File: src/rtl/imem_loader_pkg.sv
// Shared types and constants for the instruction-memory loader.
// The count byte is compared against the legal word-count range defined here.
package imem_loader_pkg;

   typedef enum logic [2:0] {
      S_IDLE,
      S_COUNT,
      S_DATA,
      S_CHECK,
      S_DONE,
      S_ERROR
   } state_e;

   localparam int        IMEM_WORDS = 64;
   localparam logic [7:0] CNT_MIN   = 8'd1;
   localparam logic [7:0] CNT_MAX   = 8'd64;

   function automatic logic count_legal(input logic [7:0] b);
      return (b >= CNT_MIN) && (b <= CNT_MAX);
   endfunction

endpackage

File: src/rtl/imem_loader_if.sv
// Byte-stream, RAM write-port and core-control signals of the loader.
// The loader is the slave; the host/bench side is the master.
interface imem_loader_if #(
   parameter int N  = 32,
   parameter int AW = 6
) ();
   logic          start;
   logic          byte_valid;
   logic [7:0]    byte_data;
   logic          byte_ready;
   logic          wr_en;
   logic [AW-1:0] wr_addr;
   logic [N-1:0]  wr_data;
   logic          hold_cpu;
   logic          done;
   logic          err;

   modport master (
      output start, byte_valid, byte_data,
      input  byte_ready, wr_en, wr_addr, wr_data, hold_cpu, done, err
   );

   modport slave (
      input  start, byte_valid, byte_data,
      output byte_ready, wr_en, wr_addr, wr_data, hold_cpu, done, err
   );
endinterface

File: src/rtl/imem_loader_word_packer.sv
// Four-lane byte shift register that assembles little-endian words.
// word_nxt is the word as it would look with byte_in shifted in this cycle.
module word_packer #(
   parameter int N = 32
) (
   input  logic         clk,
   input  logic         reset,
   input  logic         clr,
   input  logic         en,
   input  logic [7:0]   byte_in,
   output logic [N-1:0] word_nxt,
   output logic         word_last
);

   logic [N-1:0] word_q, word_d;
   logic [1:0]   lane_q, lane_d;

   // Bytes enter at the top and move down, so the first byte ends in lane 0.
   assign word_nxt  = {byte_in, word_q[N-1:8]};
   assign word_last = (lane_q == 2'd3);

   always_comb begin
      word_d = word_q;
      lane_d = lane_q;
      if (clr) begin
         word_d = '0;
         lane_d = 2'd0;
      end else if (en) begin
         word_d = word_nxt;
         lane_d = lane_q + 2'd1;
      end
   end

   always_ff @(posedge clk or posedge reset) begin
      if (reset) begin
         word_q <= '0;
         lane_q <= 2'd0;
      end else begin
         word_q <= word_d;
         lane_q <= lane_d;
      end
   end

endmodule

File: src/rtl/imem_loader.sv
// Loads a checksummed byte-stream program into the instruction RAM and
// keeps the core in reset until a load has been verified.
module imem_loader
   import imem_loader_pkg::*;
#(
   parameter int N  = 32,
   parameter int AW = 6
) (
   input  logic         clk,
   input  logic         reset,
   imem_loader_if.slave bus
);

   state_e        state_q, state_d;
   logic [AW:0]   w_q, w_d;
   logic [AW:0]   word_idx_q, word_idx_d, word_idx_inc;
   logic [7:0]    acc_q, acc_d;
   logic          byte_ready_q, byte_ready_d;
   logic          wr_en_q, wr_en_d;
   logic [AW-1:0] wr_addr_q, wr_addr_d;
   logic [N-1:0]  wr_data_q, wr_data_d;
   logic          hold_q, hold_d;
   logic          done_q, done_d;
   logic          err_q, err_d;

   logic          accept;
   logic          pk_clr, pk_en, pk_last;
   logic [N-1:0]  pk_word;

   assign accept       = bus.byte_valid & byte_ready_q;
   assign word_idx_inc = word_idx_q + 1'b1;

   word_packer #(.N(N)) u_packer (
      .clk      (clk),
      .reset    (reset),
      .clr      (pk_clr),
      .en       (pk_en),
      .byte_in  (bus.byte_data),
      .word_nxt (pk_word),
      .word_last(pk_last)
   );

   always_comb begin
      state_d    = state_q;
      w_d        = w_q;
      word_idx_d = word_idx_q;
      acc_d      = acc_q;
      wr_en_d    = 1'b0;
      wr_addr_d  = wr_addr_q;
      wr_data_d  = wr_data_q;
      pk_clr     = 1'b0;
      pk_en      = 1'b0;

      case (state_q)
         S_IDLE: if (bus.start) state_d = S_COUNT;
         S_COUNT: begin
            if (accept) begin
               if (count_legal(bus.byte_data)) begin
                  w_d        = bus.byte_data[AW:0];
                  word_idx_d = '0;
                  acc_d      = 8'h00;
                  pk_clr     = 1'b1;
                  state_d    = S_DATA;
               end else begin
                  state_d = S_ERROR;
               end
            end
         end
         S_DATA: begin
            if (accept) begin
               pk_en = 1'b1;
               acc_d = acc_q ^ bus.byte_data;
               if (pk_last) begin
                  wr_en_d    = 1'b1;
                  wr_addr_d  = word_idx_q[AW-1:0];
                  wr_data_d  = pk_word;
                  word_idx_d = word_idx_inc;
                  if (word_idx_inc == w_q) state_d = S_CHECK;
               end
            end
         end
         S_CHECK: begin
            if (accept) state_d = (bus.byte_data == acc_q) ? S_DONE : S_ERROR;
         end
         S_DONE, S_ERROR: if (bus.start) state_d = S_COUNT;
         default: state_d = S_IDLE;
      endcase
   end

   // Status outputs are registered from the next state so they align with it.
   always_comb begin
      byte_ready_d = (state_d == S_COUNT) || (state_d == S_DATA) || (state_d == S_CHECK);
      hold_d       = byte_ready_d || (state_d == S_ERROR);
      done_d       = (state_d == S_DONE);
      err_d        = (state_d == S_ERROR);
   end

   always_ff @(posedge clk or posedge reset) begin
      if (reset) begin
         state_q      <= S_IDLE;
         w_q          <= '0;
         word_idx_q   <= '0;
         acc_q        <= 8'h00;
         byte_ready_q <= 1'b0;
         wr_en_q      <= 1'b0;
         wr_addr_q    <= '0;
         wr_data_q    <= '0;
         hold_q       <= 1'b0;
         done_q       <= 1'b0;
         err_q        <= 1'b0;
      end else begin
         state_q      <= state_d;
         w_q          <= w_d;
         word_idx_q   <= word_idx_d;
         acc_q        <= acc_d;
         byte_ready_q <= byte_ready_d;
         wr_en_q      <= wr_en_d;
         wr_addr_q    <= wr_addr_d;
         wr_data_q    <= wr_data_d;
         hold_q       <= hold_d;
         done_q       <= done_d;
         err_q        <= err_d;
      end
   end

   assign bus.byte_ready = byte_ready_q;
   assign bus.wr_en      = wr_en_q;
   assign bus.wr_addr    = wr_addr_q;
   assign bus.wr_data    = wr_data_q;
   assign bus.hold_cpu   = hold_q;
   assign bus.done       = done_q;
   assign bus.err        = err_q;

endmodule

File: src/flat_wrapper.sv
// flat-port wrapper written by rule: the top's interface ports become plain ports
module imem_loader_flat import imem_loader_pkg::*;
#(
   parameter int N  = 32,
   parameter int AW = 6
)
  (clk, reset, bus_start, bus_byte_valid, bus_byte_data, bus_byte_ready, bus_wr_en, bus_wr_addr, bus_wr_data, bus_hold_cpu, bus_done, bus_err);
  imem_loader_if #(.N(N), .AW(AW)) bus_i ();
  input  logic clk;
  input  logic reset;
  input wire logic [$bits(bus_i.start)-1:0] bus_start;
  input wire logic [$bits(bus_i.byte_valid)-1:0] bus_byte_valid;
  input wire logic [$bits(bus_i.byte_data)-1:0] bus_byte_data;
  output wire logic [$bits(bus_i.byte_ready)-1:0] bus_byte_ready;
  output wire logic [$bits(bus_i.wr_en)-1:0] bus_wr_en;
  output wire logic [$bits(bus_i.wr_addr)-1:0] bus_wr_addr;
  output wire logic [$bits(bus_i.wr_data)-1:0] bus_wr_data;
  output wire logic [$bits(bus_i.hold_cpu)-1:0] bus_hold_cpu;
  output wire logic [$bits(bus_i.done)-1:0] bus_done;
  output wire logic [$bits(bus_i.err)-1:0] bus_err;
  assign bus_i.start = bus_start;
  assign bus_i.byte_valid = bus_byte_valid;
  assign bus_i.byte_data = bus_byte_data;
  assign bus_byte_ready = bus_i.byte_ready;
  assign bus_wr_en = bus_i.wr_en;
  assign bus_wr_addr = bus_i.wr_addr;
  assign bus_wr_data = bus_i.wr_data;
  assign bus_hold_cpu = bus_i.hold_cpu;
  assign bus_done = bus_i.done;
  assign bus_err = bus_i.err;
  imem_loader #(.N(N), .AW(AW)) u_core (.clk(clk), .reset(reset), .bus(bus_i));
endmodule
File: config.mk
export PLATFORM = sky130hd
export DESIGN_NAME = imem_loader_flat
export DESIGN_NICKNAME = d
export VERILOG_FILES = /design/src/rtl/imem_loader_pkg.sv /design/src/rtl/imem_loader_if.sv /design/src/rtl/imem_loader_word_packer.sv /design/src/rtl/imem_loader.sv /design/src/flat_wrapper.sv
export SDC_FILE = /design/constraint.sdc
export NUM_CORES = 1
export LEC_CHECK = 0
export ABC_AREA = 1
export BUFFER_PORTS_ARGS = -buffer_cell sky130_fd_sc_hd__buf_2
export CORE_MARGIN = 2
export CORE_UTILIZATION = 47
export CTS_BUF_LIST = sky130_fd_sc_hd__clkbuf_8
export DETAILED_ROUTE_END_ITERATION = 10
export GPL_TIMING_DRIVEN = 0
export PLACE_DENSITY = 0.67
export SYNTH_ARGS = -nofsm -noshare
export SYNTH_HDL_FRONTEND = slang
export SYNTH_SLANG_ARGS = --single-unit
File: constraint.sdc
create_clock -name clk -period 3.1 [get_ports clk]
set_input_delay 0.31 -clock clk [delete_from_list [all_inputs] [get_ports clk]]
set_output_delay 0.31 -clock clk [all_outputs]
set_load 0.005 [all_outputs]
==> flow_summary_export.csv, run 1 <==
group,metric,value,unit
sta,post-route-min-period,1.78,ns
synthesis,ys_warn_count,0,
global_route,antenna_found_initial,0,
detailed_routing,ant_nets,0,
pwr,ir_drop,0.303,mV
global_route,met2_usage,0.324,
pwr,p_leak,2.64,nW
detailed_routing,drt-wirelength-per-cell,13.2,um
clock_tree,cts_htree_levels,3,
finish,nets,574,
die,dieHeight,97.4,um
sta,setup_viol,0,
detailed_routing,drtIter0Drc,140,
die,core_area,8590,sq um
global_route,grt_start_max_net_pins,55,
sta,hold_slack,-0.00957,ns
die,core.rowCount,34,
global_route,global_route.usage.met1,0.275,
sta,rsz0062_at_grt,"false",
synthesis,netlist_area,4100,sq um
critical_path,cp.required,3.36,ns
status,violations,"negative hold slack",
placement,dp_slack,1.36,ns
clock_tree,clock_path_buffers,2,
finish,area_growth,15.5,%
placement,gp_congestion,0.781,
sta,relSlewSlack,0.651,
finish,antennaDiodeCount,0,
clock_tree,clk_pin_slew_worst_paths,0.09,ns
synthesis,ys_ff_latch,94,
clock_tree,cts_tree,"done",
detailed_routing,firstDrtPassIters,5,
min_path,min_path_type,"in -> async",
placement,io_buffers,54,
placement,hpwl,6.46,mm
synthesis,yosysTopAreaCell,"dfrtp_1",
synthesis,synthCells,494,
clock_tree,post_cts_buffers,0,
pwr,power_density,710,nW/um^2
critical_path,crit_family,"simple AND/OR/NAND/NOR gates",
critical_path,start_kind,"register",
sta,fmax,561,MHz
clock_tree,cts-resized-gates,0,
clock_tree,cts_buffers,9,
synthesis,yosysSeqAreaShare,0.574,
critical_path,slowest_stage,"dfrtp_1",
detailed_routing,vias,3266,
status,outcome,"complete, but fails checks",
sta,worst_pin_slew,0.524,ns
finish,fill_cells,811,
critical_path,arrival,2.04,ns
global_route,gr-usage-all-layers,0.201,
sta,slew_viol_final,0,
synthesis,syn_area_per_cell,8.30,sq um
global_route,grt_pass1_vias,3254,
die,ios,55,
global_route,gr-max-usage-layer,"met2",
synthesis,ys_types,25,
synthesis,synth_top_area_frac,0.574,
sta,finClkSkew,0.0105,ns
job,drv_cap,0,
finish,drive_above_1_share,0.166,
critical_path,worstPathCellList,"ha_1 -> nand2_2 -> o21ai_0 -> nand2_1 -> nand2_1 -> nand2_1 -> nand2_1 -> nor2_1 -> nand2_1 -> nand3_2 -> nand2_1 -> inv_1",
clock_tree,postCtsHoldBufs,0,
critical_path,cpMostUsedCell,"nand2_1",
die,die-area,9490,sq um
placement,placed_area,4540,sq um
detailed_routing,vias_per_cell,4.85,
finish,fin_util,0.551,
critical_path,crit_buf_inv,1,
sta,fin_ws,1.32,ns
detailed_routing,drc_errors,0,
sta,period_share,0.575,
global_route,use_met3,0.0309,
sta,finalHoldViolCount,15,
global_route,grt_pass1_wl,15.3,mm
critical_path,path_class,"reg -> reg",
critical_path,crit_fanout,6,
global_route,grt_overflow,0,
critical_path,max_stage_delay,0.44,ns
clock_tree,clockRootBuffer,"clkbuf_8",
synthesis,ys_top_cells_by_area,"dfrtp_1 57%, nand2_1 12%, inv_1 8.1%",
die,fp.dieW,97.4,um
clock_tree,cts.sinks,94,
detailed_routing,finalWirelength,8.87,mm
critical_path,endpoint_kind,"register",
synthesis,syn_nets,508,
die,initial_core_util,0.477,
clock_tree,clock_latency,0.36,ns
finish,design_area,4730,sq um
cell families after synthesis:
family | after synthesis | share of synthesized area
simple gates | 203 | 0.206
buf+inv | 107 | 0.103
flops | 94 | 0.574
compound gates | 88 | 0.111
fa+ha+maj | 2 | 0.00610
cells in the final DEF (no fill, tap or decap), types with 2 or more instances in the layout:
cell type	count
nand2_2	4
nor2_1	42
clkbuf_8	10
nand2_1	134
o22ai_1	8
o21ai_1	5
inv_1	88
buf_2	55
ha_1	2
buf_6	2
nor2_2	2
clkinv_2	3
dfrtp_1	94
nand3b_1	2
nand3_2	2
a21oi_1	25
inv_2	4
clkbuf_1	10
nor2_4	3
nand3_1	11
o21ai_0	48
final timing paths:
check                                              to  slack, ns  cells past startpoint                   from
max in group asynchronous  u_core.u_packer.word_q[29]       2.48                      3                  reset
hold / removal                  u_core.bus.wr_data[3]      -0.01                      2                  reset
setup / recovery                u_core.bus.byte_ready       1.32                     12   u_core.word_idx_q[0]
setup reg to reg                u_core.bus.byte_ready       1.32                     12   u_core.word_idx_q[0]
min in group clk           u_core.u_packer.word_q[31]       0.21                      3       bus_byte_data[7]
hold reg to reg                 u_core.bus.wr_addr[1]       0.47                      2  u_core.bus.wr_addr[1]
where the power goes:
part	switching (mW)	internal, mW	leakage (nW)	total (mW)
combinational	0.538	0.323	1.27	0.861
clock	0.428	0.392	0.102	0.820
sequential	0.163	1.52	1.27	1.68
total	1.13	2.23	2.64	3.36
synth_stat cells:
| library cell | instances |
|---|---|
| o211ai_1 | 1 |
| buf_6 | 2 |
| inv_1 | 89 |
| nand3_1 | 11 |
| o21ai_1 | 5 |
| a21oi_1 | 25 |
| nand3_2 | 2 |
| o21ai_2 | 1 |
| o21ai_0 | 48 |
| or2_2 | 1 |
| inv_2 | 4 |
| nand3b_1 | 2 |
| nor3_1 | 1 |
| nor2_4 | 3 |
| buf_4 | 1 |
| dfrtp_1 | 94 |
| nor2_1 | 42 |
| nand2_1 | 134 |
| ha_1 | 2 |
| o22ai_1 | 8 |
| nand2_2 | 4 |
| nand2_4 | 1 |
| buf_2 | 1 |
| nor2_2 | 2 |
| clkbuf_1 | 10 |
flip-flops by register name (all words and copies together) (netlist names):
| name | cells |
|---|---|
| u_core.u_packer.lane_q | 2 |
| u_core.bus.wr_data | 32 |
| u_core.bus.wr_addr | 6 |
| u_core.bus.hold_cpu | 1 |
| u_core.word_idx_q | 7 |
| u_core.bus.err | 1 |
| u_core.bus.done | 1 |
| u_core.u_packer.word_q | 24 |
| u_core.state_q | 3 |
| u_core.bus.wr_en | 1 |
| u_core.bus.byte_ready | 1 |
| u_core.acc_q | 8 |
| u_core.w_q | 7 |
metrics by stage:
step                      TNS (ns)  std cells  hold slack, ns  power [mW]
after floorplan                  0        494           0.422        2.32
after global placement      -69.17        656           0.450        2.50
after detailed placement         0        657           0.395        2.56
after CTS                        0        673         0.00468        3.37
after global routing             0        673          0.0377        3.61
final                            0        673        -0.00957        3.36
area by class of cell:
cell class | instances | area (sq um) | area share
Sequential cell | 94 | 2350 | 0.497
Multi-Input combinational cell | 293 | 1330 | 0.280
Inverter | 93 | 352 | 0.0743
Timing Repair Buffer | 55 | 298 | 0.0629
Clock buffer | 10 | 138 | 0.0291
Tap cell | 108 | 135 | 0.0285
Buffer | 14 | 72.6 | 0.0153
Clock inverter | 6 | 61.3 | 0.0129
routing by layer:
layer	routed length, um	vias up	share of wire
met5	0	-	0
met4	148	0	0.017
met3	347	11	0.039
met2	4340	72	0.49
met1	4040	1542	0.46
li1	-	1641	-
worst register-to-register path: stages, from the launching register on:
cell and delay, ns:
dfrtp_1 0.44, ha_1 0.21, nand2_2 0.11, o21ai_0 0.26, nand2_1 0.11, nand2_1 0.07
nand2_1 0.05, nand2_1 0.06, nor2_1 0.04, nand2_1 0.13, nand3_2 0.10, nand2_1 0.07
inv_1 0.04
Note: power is estimated with default switching activity, not from simulation.
==> run 2, diff against run 1 <==
--- a/config.mk
+++ b/config.mk
@@ -12,7 +12,7 @@
 export CTS_BUF_LIST = sky130_fd_sc_hd__clkbuf_8
 export DETAILED_ROUTE_END_ITERATION = 10
 export GPL_TIMING_DRIVEN = 0
-export PLACE_DENSITY = 0.67
+export PLACE_DENSITY = 0.7
 export SYNTH_ARGS = -nofsm -noshare
 export SYNTH_HDL_FRONTEND = slang
 export SYNTH_SLANG_ARGS = --single-unit
==> constraint.sdc (replaced) <==
create_clock -name clk -period 1.5 [get_ports clk]
set_input_delay 0.15 -clock clk [delete_from_list [all_inputs] [get_ports clk]]
set_output_delay 0.15 -clock clk [all_outputs]
set_load 0.005 [all_outputs]
==> run 2 against run 1 <==
Highest routed layer unchanged. Global-route usage down 0.19 points. The run ends with negative setup slack left. Wire length up 7.8%. Sequential share of layout area down 5.3 points. Critical path type unchanged. Total power up 130%. Setup slack worse by 1.4 ns. Via count up 6.4%. Clock-buffer cell count unchanged. Die area unchanged. Clock skew up 0.0031 ns. Register-to-register slack worse by 1.4 ns. Sequential power up 110%.
==> flow_summary_export.csv, run 2 (synthesized netlist as in run 1, its figures left out) <==
group,metric,value,unit
detailed_routing,vias,3474,
critical_path,path_class,"reg -> reg",
finish,antennaDiodeCount,0,
finish,fin_util,0.616,
global_route,grt_pass1_vias,3306,
die,dieHeight,97.4,um
job,drv_cap,0,
finish,layout_commonest_cell,"nand2_1",
clock_tree,cts_htree_levels,3,
finish,area_growth,29.2,%
critical_path,reg2reg_from,"u_core.word_idx_q[0]",
global_route,grt_pass1_wl,15.3,mm
sta,relSlewSlack,0.511,
critical_path,cp.required,1.79,ns
detailed_routing,drtIter0Drc,166,
finish,drive_above_1_share,0.307,
min_path,hold_start,"bus_byte_data[5]",
critical_path,endpoint_kind,"register",
sta,fmax,617,MHz
critical_path,crit_fanout,2,
detailed_routing,finalWirelength,9.57,mm
die,core.rowCount,34,
sta,post-route-min-period,1.62,ns
placement,gp_congestion,0.806,
clock_tree,clockRootBuffer,"clkbuf_8",
critical_path,arrival,1.91,ns
detailed_routing,drc_errors,0,
die,initial_core_util,0.477,
global_route,gr-usage-all-layers,0.199,
status,violations,"negative setup slack",
clock_tree,cts_tree,"done",
sta,finalHoldViolCount,0,
finish,nets,593,
pwr,p_leak,2.80,nW
sta,finClkSkew,0.0136,ns
global_route,antenna_found_initial,0,
pwr,power_density,1450,nW/um^2
clock_tree,clock_path_buffers,2,
detailed_routing,drt-wirelength-per-cell,13.8,um
finish,seqCellArea,2350,sq um
sta,setup_viol,8,
die,ios,55,
critical_path,start_kind,"register",
clock_tree,cts_buffers,9,
sta,fin_ws,-0.122,ns
min_path,min_path_type,"in -> reg",
die,core_area,8590,sq um
sta,rsz0062_at_grt,"true",
finish,design_area,5300,sq um
placement,io_buffers,54,
detailed_routing,firstDrtPassIters,5,
placement,placed_area,4550,sq um
finish,fill_cells,699,
finish,multiInputGateArea,1610,sq um
placement,hpwl,6.37,mm
global_route,grt_overflow,0,
finish,most-common-layout-cells,"132 x nand2_1, 93 x dfrtp_1, 86 x inv_1, 54 x buf_2, 33 x o21ai_0",
finish,largest_reg_flops,32,
detailed_routing,vias_per_cell,5.02,
detailed_routing,ant_nets,0,
pwr,ir_drop,0.642,mV
sta,slew_viol_final,0,
die,fp.dieW,97.4,um
critical_path,crit_path_start,"u_core.word_idx_q[0]",
sta,worst_pin_slew,0.732,ns
sta,period_share,1.08,
global_route,grt_start_max_net_pins,36,
die,die-area,9490,sq um
status,outcome,"complete, but fails checks",
clock_tree,clk_pin_slew_worst_paths,0.09,ns
clock_tree,clock_latency,0.36,ns
clock_tree,cts.sinks,94,
-- run 2: cell types whose count changed in the layout (fill, tap and decap cells not counted), sizes merged --
cell,delta
inv,-1
clkinvlp,+2
clkbuf,-5
dlygate4sd3,+1
buf,+23
clkinv,-1
-- run 2: routing by layer --
metal,GRT usage,vias up,share of wire
li1,-,1693,-
met1,0.272,1647,0.45
met2,0.312,115,0.48
met3,0.0360,19,0.048
met4,0.0908,0,0.020
met5,0,-,0
-- run 2: timing repair --
item | CTS | global route
endpoints found under the setup margin | 80 | 80
setup buffers | 10 | 7
pin swaps | 6 | 9
hold endpoints to repair | 33 | 0
hold buffers | 1 | 0
gates resized for setup | 16 | 122
gates cloned | 0 | 2
-- run 2: layout make-up --
cell class,count,share of cell area
Clock buffer,10,0.0260
Tap cell,108,0.0255
Inverter,93,0.0680
Timing Repair Buffer,76,0.0975
Buffer,12,0.0227
Sequential cell,94,0.444
Clock inverter,6,0.0118
Multi-Input combinational cell,293,0.304
-- run 2: power breakdown --
part / leakage, nW / switching, mW / internal [mW]
combinational: 1.44 / 1.44 / 1.01
sequential: 1.27 / 0.388 / 3.13
clock: 0.0997 / 0.902 / 0.811
total: 2.80 / 2.73 / 4.95
-- run 2: worst max-delay path, cell delays in order, from the launching register on --
cell and delay (ns):
dfrtp_2 0.44, ha_4 0.28, inv_2 0.03, nand2_1 0.04, nand2_1 0.04, nor2_1 0.09, nand2_1 0.06, nor2_1 0.11
nand2_1 0.08, nor2_2 0.09, nand2_2 0.09, nand2_2 0.09, nand2_2 0.05, nor2_2 0.07
-- run 2: worst paths after layout --
check,end,depth (start not counted),slack (ns)
worst max-delay path,u_core.bus.err,13,-0.12
worst min-delay path,u_core.u_packer.word_q[29],3,0.04
worst max register to register,u_core.bus.err,13,-0.12
worst min register to register,u_core.bus.wr_addr[5],2,0.48
max in group asynchronous,u_core.u_packer.word_q[24],5,0.23
min in group asynchronous,u_core.u_packer.word_q[22],3,0.45
-- run 2: per-stage QoR --
step           setup TNS, ns  cells  hold slack [ns]  power (mW)  setup slack (ns)
2_1_floorplan              0    494            0.262        4.80            0.0160
3_3_place_gp          -41.67    656            0.397        5.16            -0.368
3_5_place_dp           -9.05    658            0.313        5.29            -0.241
4_1_cts               -0.318    684           0.0357        7.04            -0.124
5_1_grt                -2.61    692           0.0452        8.17            -0.309
6_report              -0.342    692           0.0401        7.68            -0.122
==> run 3, diff against run 2 <==
--- a/config.mk
+++ b/config.mk
@@ -13,6 +13,7 @@
 export DETAILED_ROUTE_END_ITERATION = 10
 export GPL_TIMING_DRIVEN = 0
 export PLACE_DENSITY = 0.7
+export REMOVE_ABC_BUFFERS = 1
 export SYNTH_ARGS = -nofsm -noshare
 export SYNTH_HDL_FRONTEND = slang
 export SYNTH_SLANG_ARGS = --single-unit
==> run 3 against run 2 <==
The run still ends with negative setup slack left. Design area down 0.17%. Critical path depth unchanged. Flip-flop and latch count unchanged. Highest routed layer unchanged.
==> flow_summary_export.csv, run 3 (synthesized netlist as in run 1, its figures left out) <==
group,metric,value,unit
status,outcome,"complete, but fails checks",
status,violations,"negative setup slack",
global_route,gr-usage-all-layers,0.191,
global_route,antenna_found_initial,0,
sta,slew_viol_final,0,
global_route,grt_start_max_net_pins,81,
finish,seqCellArea,2350,sq um
clock_tree,cts_htree_levels,3,
global_route,grt_overflow,0,
finish,fill_cells,725,
finish,design_area,5290,sq um
clock_tree,clockRootBuffer,"clkbuf_8",
sta,finalHoldViolCount,0,
critical_path,reg2reg_from,"u_core.word_idx_q[1]",
sta,period_share,1.14,
detailed_routing,vias_per_cell,4.96,
min_path,hold_start,"bus_byte_data[6]",
critical_path,crit_fanout,3,
min_path,hold_depth,3,
detailed_routing,firstDrtPassIters,5,
detailed_routing,drc_errors,0,
sta,relSlewSlack,0.602,
critical_path,path_class,"reg -> reg",
critical_path,cp.required,1.81,ns
placement,gp_congestion,0.775,
clock_tree,clk_pin_slew_worst_paths,0.09,ns
clock_tree,clock_latency,0.37,ns
finish,antennaDiodeCount,0,
die,core_area,8590,sq um
sta,rsz0062_at_grt,"true",
pwr,ir_drop,0.577,mV
pwr,pwr-share-clk,0.215,
critical_path,endpoint_kind,"register",
pwr,netSwitchingFraction,0.363,
die,fp.dieW,97.4,um
global_route,grt_pass1_wl,14.6,mm
clock_tree,cts_tree,"done",
finish,most-common-layout-cells,"132 x nand2_1, 94 x dfrtp_1, 86 x inv_1, 54 x buf_2, 27 x o21ai_1",
placement,io_buffers,54,
sta,worst_pin_slew,0.597,ns
sta,fmax,586,MHz
detailed_routing,finalWirelength,10.3,mm
critical_path,start_kind,"register",
finish,layout_commonest_cell,"nand2_1",
clock_tree,cts_buffers,9,
die,core.rowCount,34,
die,initial_core_util,0.477,
die,ios,55,
sta,fin_ws,-0.208,ns
finish,instances_no_fill,695,
placement,hpwl,5.41,mm
detailed_routing,ant_nets,0,
sta,finClkSkew,0.0113,ns
critical_path,r2r_end,"u_core.bus.byte_ready",
pwr,p_int,4.71,mW
sta,post-route-min-period,1.71,ns
pwr,p_seq_frac,0.476,
die,die-area,9490,sq um
critical_path,arrival,2.01,ns
pwr,power_density,1400,nW/um^2
pwr,p_leak,2.83,nW
global_route,grt_pass1_vias,3120,
pwr,p_total,7.39,mW
min_path,min_path_type,"in -> reg",
sta,hold_slack,0.0368,ns
clock_tree,cts.sinks,94,
critical_path,rrSetupSlack,-0.21,ns
finish,nets,596,
critical_path,r2r_cells,13,
detailed_routing,drt-wirelength-per-cell,14.8,um
pwr,switching_power,2.68,mW
finish,largest_reg_flops,32,
finish,multiInputGateArea,1560,sq um
die,dieHeight,97.4,um
detailed_routing,drtIter0Drc,189,
clock_tree,clock_path_buffers,2,
placement,place_inst,643,
pwr,power_frac_comb,0.309,
finish,area_growth,29.0,%
placement,dp_slack,-0.865,ns
sta,setup_viol,49,
min_path,hold_end,"u_core.u_packer.word_q[30]",
placement,placed_area,4460,sq um
detailed_routing,vias,3448,
finish,drive_above_1_share,0.279,
job,drv_cap,0,
## run 3: cell count changes in the layout (fill, tap and decap cells not counted), sizes merged
| cell | before | now |
|---|---|---|
| inv | 92 | 98 |
| bufinv | 1 | 0 |
| clkinv | 3 | 6 |
| nor2 | 47 | 48 |
| clkinvlp | 3 | 1 |
| clkbuf | 15 | 10 |
| nand2 | 139 | 140 |
## run 3: how the worst max path moves through the flow
| stage | from | to |
|---|---|---|
| floorplan | reset | u_core.acc_q[0] |
| global placement | reset | u_core.bus.wr_data[23] |
| detailed placement | u_core.state_q[0] | u_core.word_idx_q[4] |
| CTS | u_core.word_idx_q[0] | u_core.bus.byte_ready |
| global route | u_core.word_idx_q[0] | u_core.bus.err |
| finish | u_core.word_idx_q[1] | u_core.bus.byte_ready |
## run 3: power by group through the flow
stage               clock [mW]  combinational, mW  sequential, mW
detailed placement           0               1.71            3.52
global placement             0               1.63            3.47
global route              1.71               2.59            3.57
CTS                       1.60               1.88            3.47
finish                    1.59               2.28            3.52
floorplan                    0               1.34            3.43
## run 3: area by class of cell
type / count / area share
flip-flops and latches: 94 / 0.445
multi-input cells: 295 / 0.295
repair buffers: 83 / 0.109
inverters: 93 / 0.0724
clock buffers: 10 / 0.0260
well taps: 108 / 0.0256
repair inverters: 6 / 0.0189
clock inverters: 6 / 0.00875
## run 3: timing repair
item	4_1_cts	5_1_grt
pin swaps	11	8
cloned	2	6
setup buffers	14	13
endpoints found under the setup margin	84	74
hold buffers	1	0
endpoints found under the hold margin	46	0
resized for setup	16	95
## run 3: metrics by stage
stage / util / TNS, ns
floorplan: - / -113.96
global placement: 0.516 / -248.86
detailed placement: 0.519 / -45.71
CTS: 0.564 / -0.341
global route: 0.615 / -6.51
finish: 0.615 / -2.23
## run 3: metal layers
layer | share of wire | up-vias | track usage
li1 | - | 1700 | -
met4 | 0.014 | 0 | 0.0673
met3 | 0.044 | 12 | 0.0331
met1 | 0.43 | 1667 | 0.253
met2 | 0.51 | 69 | 0.319
met5 | 0 | - | 0
## run 3: critical path, cell delays in order, from the launching register on
cell     delay (ns)
dfrtp_1        0.43
ha_4           0.28
inv_2          0.03
nand2_1        0.04
nand2_1        0.06
nor2_2         0.12
nand2_1        0.06
nor2_1         0.11
nand2_1        0.08
nor2_1         0.13
nand2_2        0.09
nand3_2        0.11
nand2_1        0.05
inv_1          0.05
